<file path="src/rtl/lcd_bus_arbiter.sv">
// lcd_bus_arbiter: two-requester arbiter in front of an Avalon-MM LCD
// controller. It optionally runs the LCD init sequence, then grants whole
// messages round-robin and turns each accepted beat into one held write.
module lcd_bus_arbiter #(
    parameter int INIT_EN = 1,
    parameter int TIMEOUT = 255
) (
    input  logic       clk,
    input  logic       reset_n,
    input  logic       req0_valid,
    input  logic [8:0] req0_data,
    input  logic       req0_last,
    output logic       req0_ready,
    input  logic       req1_valid,
    input  logic [8:0] req1_data,
    input  logic       req1_last,
    output logic       req1_ready,
    output logic       address,
    output logic       chipselect,
    output logic       byteenable,
    output logic       read,
    output logic       write,
    output logic [7:0] writedata,
    input  logic       waitrequest,
    output logic [1:0] grant,
    output logic       init_done,
    output logic       busy
);

    localparam int CW = (TIMEOUT < 1) ? 1 : $clog2(TIMEOUT + 1);
    localparam logic [CW-1:0] IDLE_LIMIT = CW'(TIMEOUT - 1);

    typedef enum logic [1:0] {S_INIT, S_IDLE, S_GRANT, S_WRITE} state_t;

    state_t        state, state_nxt;
    logic [1:0]    step;
    logic [CW-1:0] idle_cnt;
    logic          ptr;
    logic          capt_last;
    logic [1:0]    vld;
    logic          owner;
    logic          win;
    logic          accept;
    logic          acc_id;
    logic          done;
    logic          timeout_hit;
    logic [8:0]    sel_data;
    logic          sel_last;

    // LCD init command for a given step
    function automatic logic [7:0] init_cmd(input logic [1:0] s);
        case (s)
            2'd0:    init_cmd = 8'h38;
            2'd1:    init_cmd = 8'h0C;
            2'd2:    init_cmd = 8'h06;
            default: init_cmd = 8'h01;
        endcase
    endfunction

    assign read       = 1'b0;
    assign byteenable = 1'b1;
    assign chipselect = write;
    assign busy       = (state != S_IDLE);
    assign vld        = {req1_valid, req0_valid};
    assign owner      = grant[1];
    // On a tie the requester that was not served last wins.
    assign win        = (vld == 2'b11) ? ~ptr : vld[1];
    assign done       = write & ~waitrequest;
    assign sel_data   = acc_id ? req1_data : req0_data;
    assign sel_last   = acc_id ? req1_last : req0_last;
    assign req0_ready = accept & ~acc_id;
    assign req1_ready = accept & acc_id;

    // Accept decision and next state
    always_comb begin
        state_nxt   = state;
        accept      = 1'b0;
        acc_id      = 1'b0;
        timeout_hit = 1'b0;
        case (state)
            S_INIT: begin
                if (done && step == 2'd3) state_nxt = S_IDLE;
            end
            S_IDLE: begin
                accept = |vld;
                acc_id = win;
                if (accept) state_nxt = S_WRITE;
            end
            S_GRANT: begin
                accept      = vld[owner];
                acc_id      = owner;
                timeout_hit = ~vld[owner] && (idle_cnt == IDLE_LIMIT);
                if (accept)           state_nxt = S_WRITE;
                else if (timeout_hit) state_nxt = S_IDLE;
            end
            S_WRITE: begin
                if (done) state_nxt = capt_last ? S_IDLE : S_GRANT;
            end
            default: state_nxt = S_IDLE;
        endcase
    end

    // State register
    always_ff @(posedge clk) begin
        if (!reset_n) state <= (INIT_EN != 0) ? S_INIT : S_IDLE;
        else          state <= state_nxt;
    end

    // Bus outputs, grant, round-robin pointer, idle counter and init step
    always_ff @(posedge clk) begin
        if (!reset_n) begin
            write     <= 1'b0;
            address   <= 1'b0;
            writedata <= 8'h00;
            grant     <= 2'b00;
            ptr       <= 1'b1;
            idle_cnt  <= '0;
            step      <= 2'd0;
            capt_last <= 1'b0;
            init_done <= (INIT_EN == 0);
        end else begin
            case (state)
                S_INIT: begin
                    if (!write) begin
                        write     <= 1'b1;
                        address   <= 1'b0;
                        writedata <= init_cmd(step);
                    end else if (!waitrequest) begin
                        if (step == 2'd3) begin
                            write     <= 1'b0;
                            writedata <= 8'h00;
                            init_done <= 1'b1;
                        end else begin
                            step      <= step + 2'd1;
                            writedata <= init_cmd(step + 2'd1);
                        end
                    end
                end
                S_IDLE, S_GRANT: begin
                    if (accept) begin
                        write     <= 1'b1;
                        address   <= sel_data[8];
                        writedata <= sel_data[7:0];
                        capt_last <= sel_last;
                        idle_cnt  <= '0;
                        grant     <= acc_id ? 2'b10 : 2'b01;
                    end else if (state == S_GRANT) begin
                        if (timeout_hit) begin
                            grant    <= 2'b00;
                            ptr      <= owner;
                            idle_cnt <= '0;
                        end else begin
                            idle_cnt <= idle_cnt + 1'b1;
                        end
                    end
                end
                S_WRITE: begin
                    if (!waitrequest) begin
                        write     <= 1'b0;
                        address   <= 1'b0;
                        writedata <= 8'h00;
                        if (capt_last) begin
                            grant <= 2'b00;
                            ptr   <= owner;
                        end
                    end
                end
                default: ;
            endcase
        end
    end

endmodule

</file>
<file path="config.mk">
export PLATFORM = sky130hd
export DESIGN_NAME = lcd_bus_arbiter
export DESIGN_NICKNAME = d
export VERILOG_FILES = /design/src/rtl/lcd_bus_arbiter.sv
export SDC_FILE = /design/constraint.sdc
export NUM_CORES = 1
export LEC_CHECK = 0
export CAP_MARGIN = 10
export CORE_MARGIN = 4
export CORE_UTILIZATION = 44
export CTS_BUF_LIST = sky130_fd_sc_hd__clkbuf_16
export DETAILED_ROUTE_END_ITERATION = 12
export PLACE_DENSITY = 0.83
export SLEW_MARGIN = 10
export SYNTH_ARGS = -nofsm -noshare
export SYNTH_HDL_FRONTEND = slang
export SYNTH_SLANG_ARGS = --single-unit
</file>
<file path="constraint.sdc">
create_clock -name clk -period 2.07 [get_ports clk]
set_clock_uncertainty 0.2 [all_clocks]
set_input_delay 0.414 -clock clk [delete_from_list [all_inputs] [get_ports clk]]
set_output_delay 0.414 -clock clk [all_outputs]
set_load 0.01 [all_outputs]
</file>
==> Word-level counts from Yosys, hierarchy flattened <==
Cells that the tools add are included.
{ "op_classes": {"mux": 48, "addsub": 2, "bitwise_logic": 8, "n_lt_le_gt_ge": 1, "reduce_logical": 19, "n_eq_ne": 25} }
{ "ops": {"columns": ["operator", "count"], "rows": [
  ["8-bit two-way mux", 7],
  ["6-bit one-hot mux with 3 select lines", 2],
  ["2-bit two-way mux", 12],
  ["8-bit one-hot mux with 3 select lines", 1],
  ["2-bit != test, second input constant", 10],
  ["1-bit two-way mux", 17],
  ["2-bit equality test, second input constant", 6],
  ["3-bit != test, second input constant", 4],
  ["4-bit AND reduction", 3],
  ["9-bit two-way mux", 1],
  ["8-bit by 1-bit adder with 8-bit output, second input constant", 1],
  ["8-bit equality test, second input constant", 1],
  ["2-bit one-hot mux with 4 select lines", 1],
  ["2-bit by 1-bit equality test with 1-bit output, second input constant", 3],
  ["2-bit zero test", 3],
  ["6-bit two-way mux", 1],
  ["1-bit one-hot mux with 2 select lines", 3],
  ["1-bit one-hot mux with 3 select lines", 2],
  ["2-bit AND reduction", 3],
  ["3-bit AND reduction", 2],
  ["6-bit AND reduction", 1],
  ["1-bit inverter", 5],
  ["5-bit AND reduction", 1],
  ["2-bit one-hot mux with 2 select lines", 1],
  ["other kinds (7)", 12]
]} }
{ "word_totals": {"out_inout_bits": 19, "input_bits": 25, "word_cells": 113, "register_bits": 27} }

==> Logic depth before layout (Yosys ltp) <==
{ "logic_depth": {"word_depth": 9, "ltp_mapped": 9, "ltp_nobuf": 7} }

==> Worst setup path before layout <==
Ideal clock, no wire load.
{ "synth_timing": {"kind": "reg2reg", "start": "register state[0]", "end": "register ptr", "required_ps": 1798, "t_arrival_ps": 1958, "period_less_slack_ps": 2229, "setup_time_ps": 72, "path_stages_with_launch": 9, "n_path_buf": 1, "slack_ps": -159, "path_cell_list": "dfxtp_1 > inv_1 > ha_1 > buf_4 > inv_1 > or4_4 > a21boi_4 > a2111oi_4 > mux2i_1"} }
{ "synth_via": {"elab_chain_cells": 4, "elab_cells_between_ends": 14, "classes_between": "8 x eq/ne; 3 x mux; 3 x reduce/logical"} }
{ "synth_lines": {"columns": ["element", "line_no", "text"], "rows": [
  ["start, declared", "35", "state_t state, state_nxt;"],
  ["start signal, assigned", "105", "if (!reset_n) state <= (INIT_EN != 0) ? S_INIT : S_IDLE;"],
  ["start signal, assigned", "106", "else state <= state_nxt;"],
  ["2-bit equality test / 2-bit by 1-bit equality test with 1-bit output (equally long branches)", "80, 122, 147", null],
  ["1-bit one-hot mux with 2 select lines (tied with other cells)", "80", "case (state)"],
  ["2-bit != test (no line) / 2-bit nonzero test (equally long branches)", null, null],
  ["6-bit AND reduction (no line)", null, null],
  ["end signal, assigned", "150", "ptr <= owner;"],
  ["end signal, assigned", "164", "ptr <= owner;"],
  ["end, declared", "38", "logic ptr;"]
]} }
Parallel ways exist; a longest one is shown, timed or not.
A chain may end at the register's enable or synchronous reset.

==> Worst setup path after layout <==
{ "layout_timing": {"start": "register state[0]", "end": "output port req0_ready"} }
{ "layout_via": {"elab_chain_cells": 4, "elab_cells_between_ends": 6, "classes_between": "2 x eq/ne; 2 x mux; 2 x bitwise"} }
{ "layout_lines": {"columns": ["element", "line_no", "text"], "rows": [
  ["2-bit equality test / 2-bit by 1-bit equality test with 1-bit output (equally long branches)", "80", null],
  ["1-bit one-hot mux with 2 select lines", "80", null],
  ["1-bit inverter", "71", "assign req0_ready = accept & ~acc_id;"],
  ["1-bit AND (*)", "71", null],
  ["end, declared", "13", "output logic req0_ready,"]
]} }
Every way passes the cells marked *; elsewhere a longest branch is shown, timed or not.

==> impl_metrics.csv <==
group,metric,value,unit
status,outcome,"finished, violations left",
status,violations,"setup timing",
clock_tree,clkTransAtPathRegs,0.07,ns
synth,synthAdderAreaFrac,7.93,%
die,core-area,0.00374,mm^2
grt,grt_antenna_before_repair,0,
synth,yosysWarningCount,0,
synth,synth_cell_types,51,
synth,seq_area_frac_synth,31.1,%
timing,finalHoldViolations,0,
die,pin_count,44,
route,drc_errors,0,
clock_tree,clockRootBuffer,"clkbuf_16",
grt,grt.total_usage,18.8,%
grt,grt_pass1_vias,1689,
clock_tree,clk_latency,0.26,ns
clock_tree,numCtsBuffers,3,
place,dp_hpwl,3520,um
timing,setup_slack,-0.171,ns
finish,drive_gt1_share,36.0,%
grt,grt_pass1_wl,7840,um
die,die_h,70.8,um
timing,post-route-period-util,108,%
synth,syn_area,0.00174,mm^2
synth,synth_xor_area_share,4.04,%
route,wl_per_cell,16.8,um
setup_path,cp-end-kind,"output pin",
power_and_ir_drop,power_leakage,1.03,nW
synth,synth.avg_cell_area,8.81,um^2
synth,synth_compound_area_share,23.1,%
power_and_ir_drop,switching_share,31.5,%
setup_path,slowest_delay,0.37,ns
finish,nFillCells,272,
route,wl,5390,um
setup_path,crit_cells,9,
synth,synth_top_flop_cell,"dfxtp_1",
finish,final_nets,309,
finish,area_delta_synth_final,53.6,%
power_and_ir_drop,internal_power,1.16,mW
power_and_ir_drop,ir_worst_vdd,0.000462,V
power_and_ir_drop,pwr-share-seq,35.6,%
timing,finalSetupTns,-0.420,ns
die,row_count,22,
synth,yosysMostFrequentCell,"dfxtp_1",
setup_path,crit_family,"flip-flops",
place,port_buffers,41,
hold_path,worstHoldPathCells,2,
synth,yosys.area_share.simple,17.8,%
clock_tree,clockBufferDepth,2,
timing,setup_viol,6,
timing,clock.fmax,446,MHz
route,first_pass_iters,4,
synth,synthTopCellsByArea,"dfxtp_1 31%, ha_1 7.9%, mux2_2 7.1%",
clock_tree,cts_tree,"done",
synth,netlist_instances,197,
route,via_per_inst,5.74,
die,start_util,46.4,%
clock_tree,htree_levels,1,
synth,yosys.area.top_type_share,31.1,%
setup_path,start_kind,"register",
setup_path,cpMaxStageDelayCell,"dfxtp_4",
grt,grt_max_degree,17,
synth,yosys-top-cells-count,"27 x dfxtp_1, 22 x nor2_1, 15 x nand2_1",
timing,rsz0062_at_grt,"yes",
synth,ys_async_sr_fraction,0,%
timing,finalCriticalPeriod,2.24,ns
synth,synth_edf_count,0,
hold_path,min_path_type,"reg2reg",
setup_path,critPathBufInv,4,
power_and_ir_drop,p_comb_share,37.6,%
synth,synth_top_family_by_area,"compound AO/OA/AOI/OAI gates",
setup_path,cp.arrival,1.63,ns
setup_path,crit_chain,"inv_4, ha_4, and2b_2, o21ai_2, a21boi_2, buf_4, inv_2, nor2_1, buf_2",
synth,yosys.area.top_type,"dfxtp_1",
clock_tree,hold_buffers,0,
setup_path,cp_max_fo,3,
synth,synth.area.mux_share,9.16,%
die,die_area,0.00501,mm^2
route,vias,1838,
setup_path,cp.required,1.46,ns
setup_path,critical_path_class,"reg2out",
power_and_ir_drop,switchingPower,0.534,mW
grt,overflow,0,
timing,slew_violations,0,
finish,n_antenna_cell,0,
die,fp.dieW,70.8,um
power_and_ir_drop,clock_power_share,26.8,%
route,postRouteAntennaNets,0,
place,place.gp.congestion,0.839,
synth,synthesis.nets,233,
power_and_ir_drop,powerDensity,636,mW/mm^2
clock_tree,clock_sinks,27,
flow_run,cap_violations,0,
power_and_ir_drop,power,1.70,mW
synth,synth_seq_cells,27,
setup_path,reg2reg_depth,8,
route,first_iter_violations,127,
[layout by cell type (no fill, tap or decap), types with 3 or more instances in the layout]
cell	netlist	final
buf_6	0	4
a21oi_1	7	7
and2_1	3	3
nor2_1	22	22
mux2_2	11	11
clkdlybuf4s50_1	0	36
nand2_1	15	12
nor3_1	3	3
xor2_1	3	3
o21ai_0	12	8
buf_4	4	37
buf_2	2	4
dfxtp_1	27	24
a31oi_1	3	3
inv_2	0	3
inv_1	10	5
a22oi_1	4	4
nand4_1	7	7
ha_1	11	9
o21ai_2	1	3
xnor2_1	5	5
clkbuf_16	0	3
[layout make-up]
cell class	count	area [um^2]	share of cell area (%)
Clock inverter	1	5.00	0.188
Multi-Input combinational cell	148	1210	45.5
Clock buffer	3	75.1	2.82
Timing Repair Buffer	83	721	27.0
Inverter	10	42.5	1.60
Tap cell	48	60.1	2.25
Sequential cell	27	549	20.6
[power groups by stage]
stage	Combinational, mW	Clock (mW)	Sequential [mW]
after floorplan	0.284	0	0.624
after global placement	0.518	0	0.611
after detailed placement	0.535	0	0.613
after CTS	0.567	0.452	0.601
after global routing	0.678	0.479	0.609
final	0.638	0.455	0.603
[routing by layer]
metal	up-vias	part of all wire [%]	GRT usage, %
met5	-	0	0
met4	0	2.3	5.22
met3	12	6.6	2.70
met2	81	50	31.7
met1	892	41	25.1
li1	853	-	-
[logic make-up (layout without fill, tap and decap cells)]
logic type | count (synthesis) | after routing
adders and majority gates | 11 | 11
and+or+nand+nor | 61 | 61
buffers and inverters | 22 | 97
AOI/OAI and AO/OA | 52 | 52
other | 2 | 2
DFF | 27 | 27
xor gates and xnor gates | 8 | 8
muxes | 14 | 14
[flip-flops by register name, indices dropped and copies added, names as in the netlist]
| register | count |
|---|---|
| capt_last | 1 |
| chipselect | 1 |
| idle_cnt | 8 |
| ptr | 1 |
| state | 2 |
| writedata | 8 |
| address | 1 |
| grant | 2 |
| step | 2 |
| init_done | 1 |
[final timing paths]
kind	startpoint	to	slack, ns
setup / recovery	state[0]$_SDFFE_PN0P_	req0_ready	-0.17
hold / removal	writedata[7]$_SDFFE_PN0P_	writedata[7]$_SDFFE_PN0P_	0.28
hold reg to reg	writedata[7]$_SDFFE_PN0P_	writedata[7]$_SDFFE_PN0P_	0.28
setup reg to reg	state[0]$_SDFFE_PN0P_	ptr$_SDFFE_PN1P_	-0.10
[through the flow]
| stage | worst slack (ns) | area (um^2) | hold slack, ns | util (%) | cells |
|---|---|---|---|---|---|
| 2_1_floorplan | 0.0238 | 1740 | 0.279 | - | 197 |
| 3_3_place_gp | -0.514 | 2390 | 0.245 | 63.9 | 308 |
| 3_5_place_dp | -0.524 | 2390 | 0.265 | 63.9 | 308 |
| 4_1_cts | -0.140 | 2550 | 0.277 | 68.1 | 317 |
| 5_1_grt | -0.213 | 2670 | 0.299 | 71.2 | 320 |
| 6_report | -0.171 | 2670 | 0.278 | 71.2 | 320 |
[timing repair]
item,CTS,global route
resized for setup,29,28
buffers inserted,5,2
setup endpoints to repair,20,26
hold endpoints to repair,0,0
pin swaps,8,11
gates cloned,0,1
[worst register-to-register path: stages (launching register included)]
cell and delay [ns]:
dfxtp_4 0.36, inv_4 0.06, ha_4 0.14, buf_4 0.13, inv_2 0.04, or4_4 0.56
a21boi_4 0.17, a2111oi_4 0.22, mux2i_1 0.22
No activity file was read; power rests on OpenSTA's default activity.
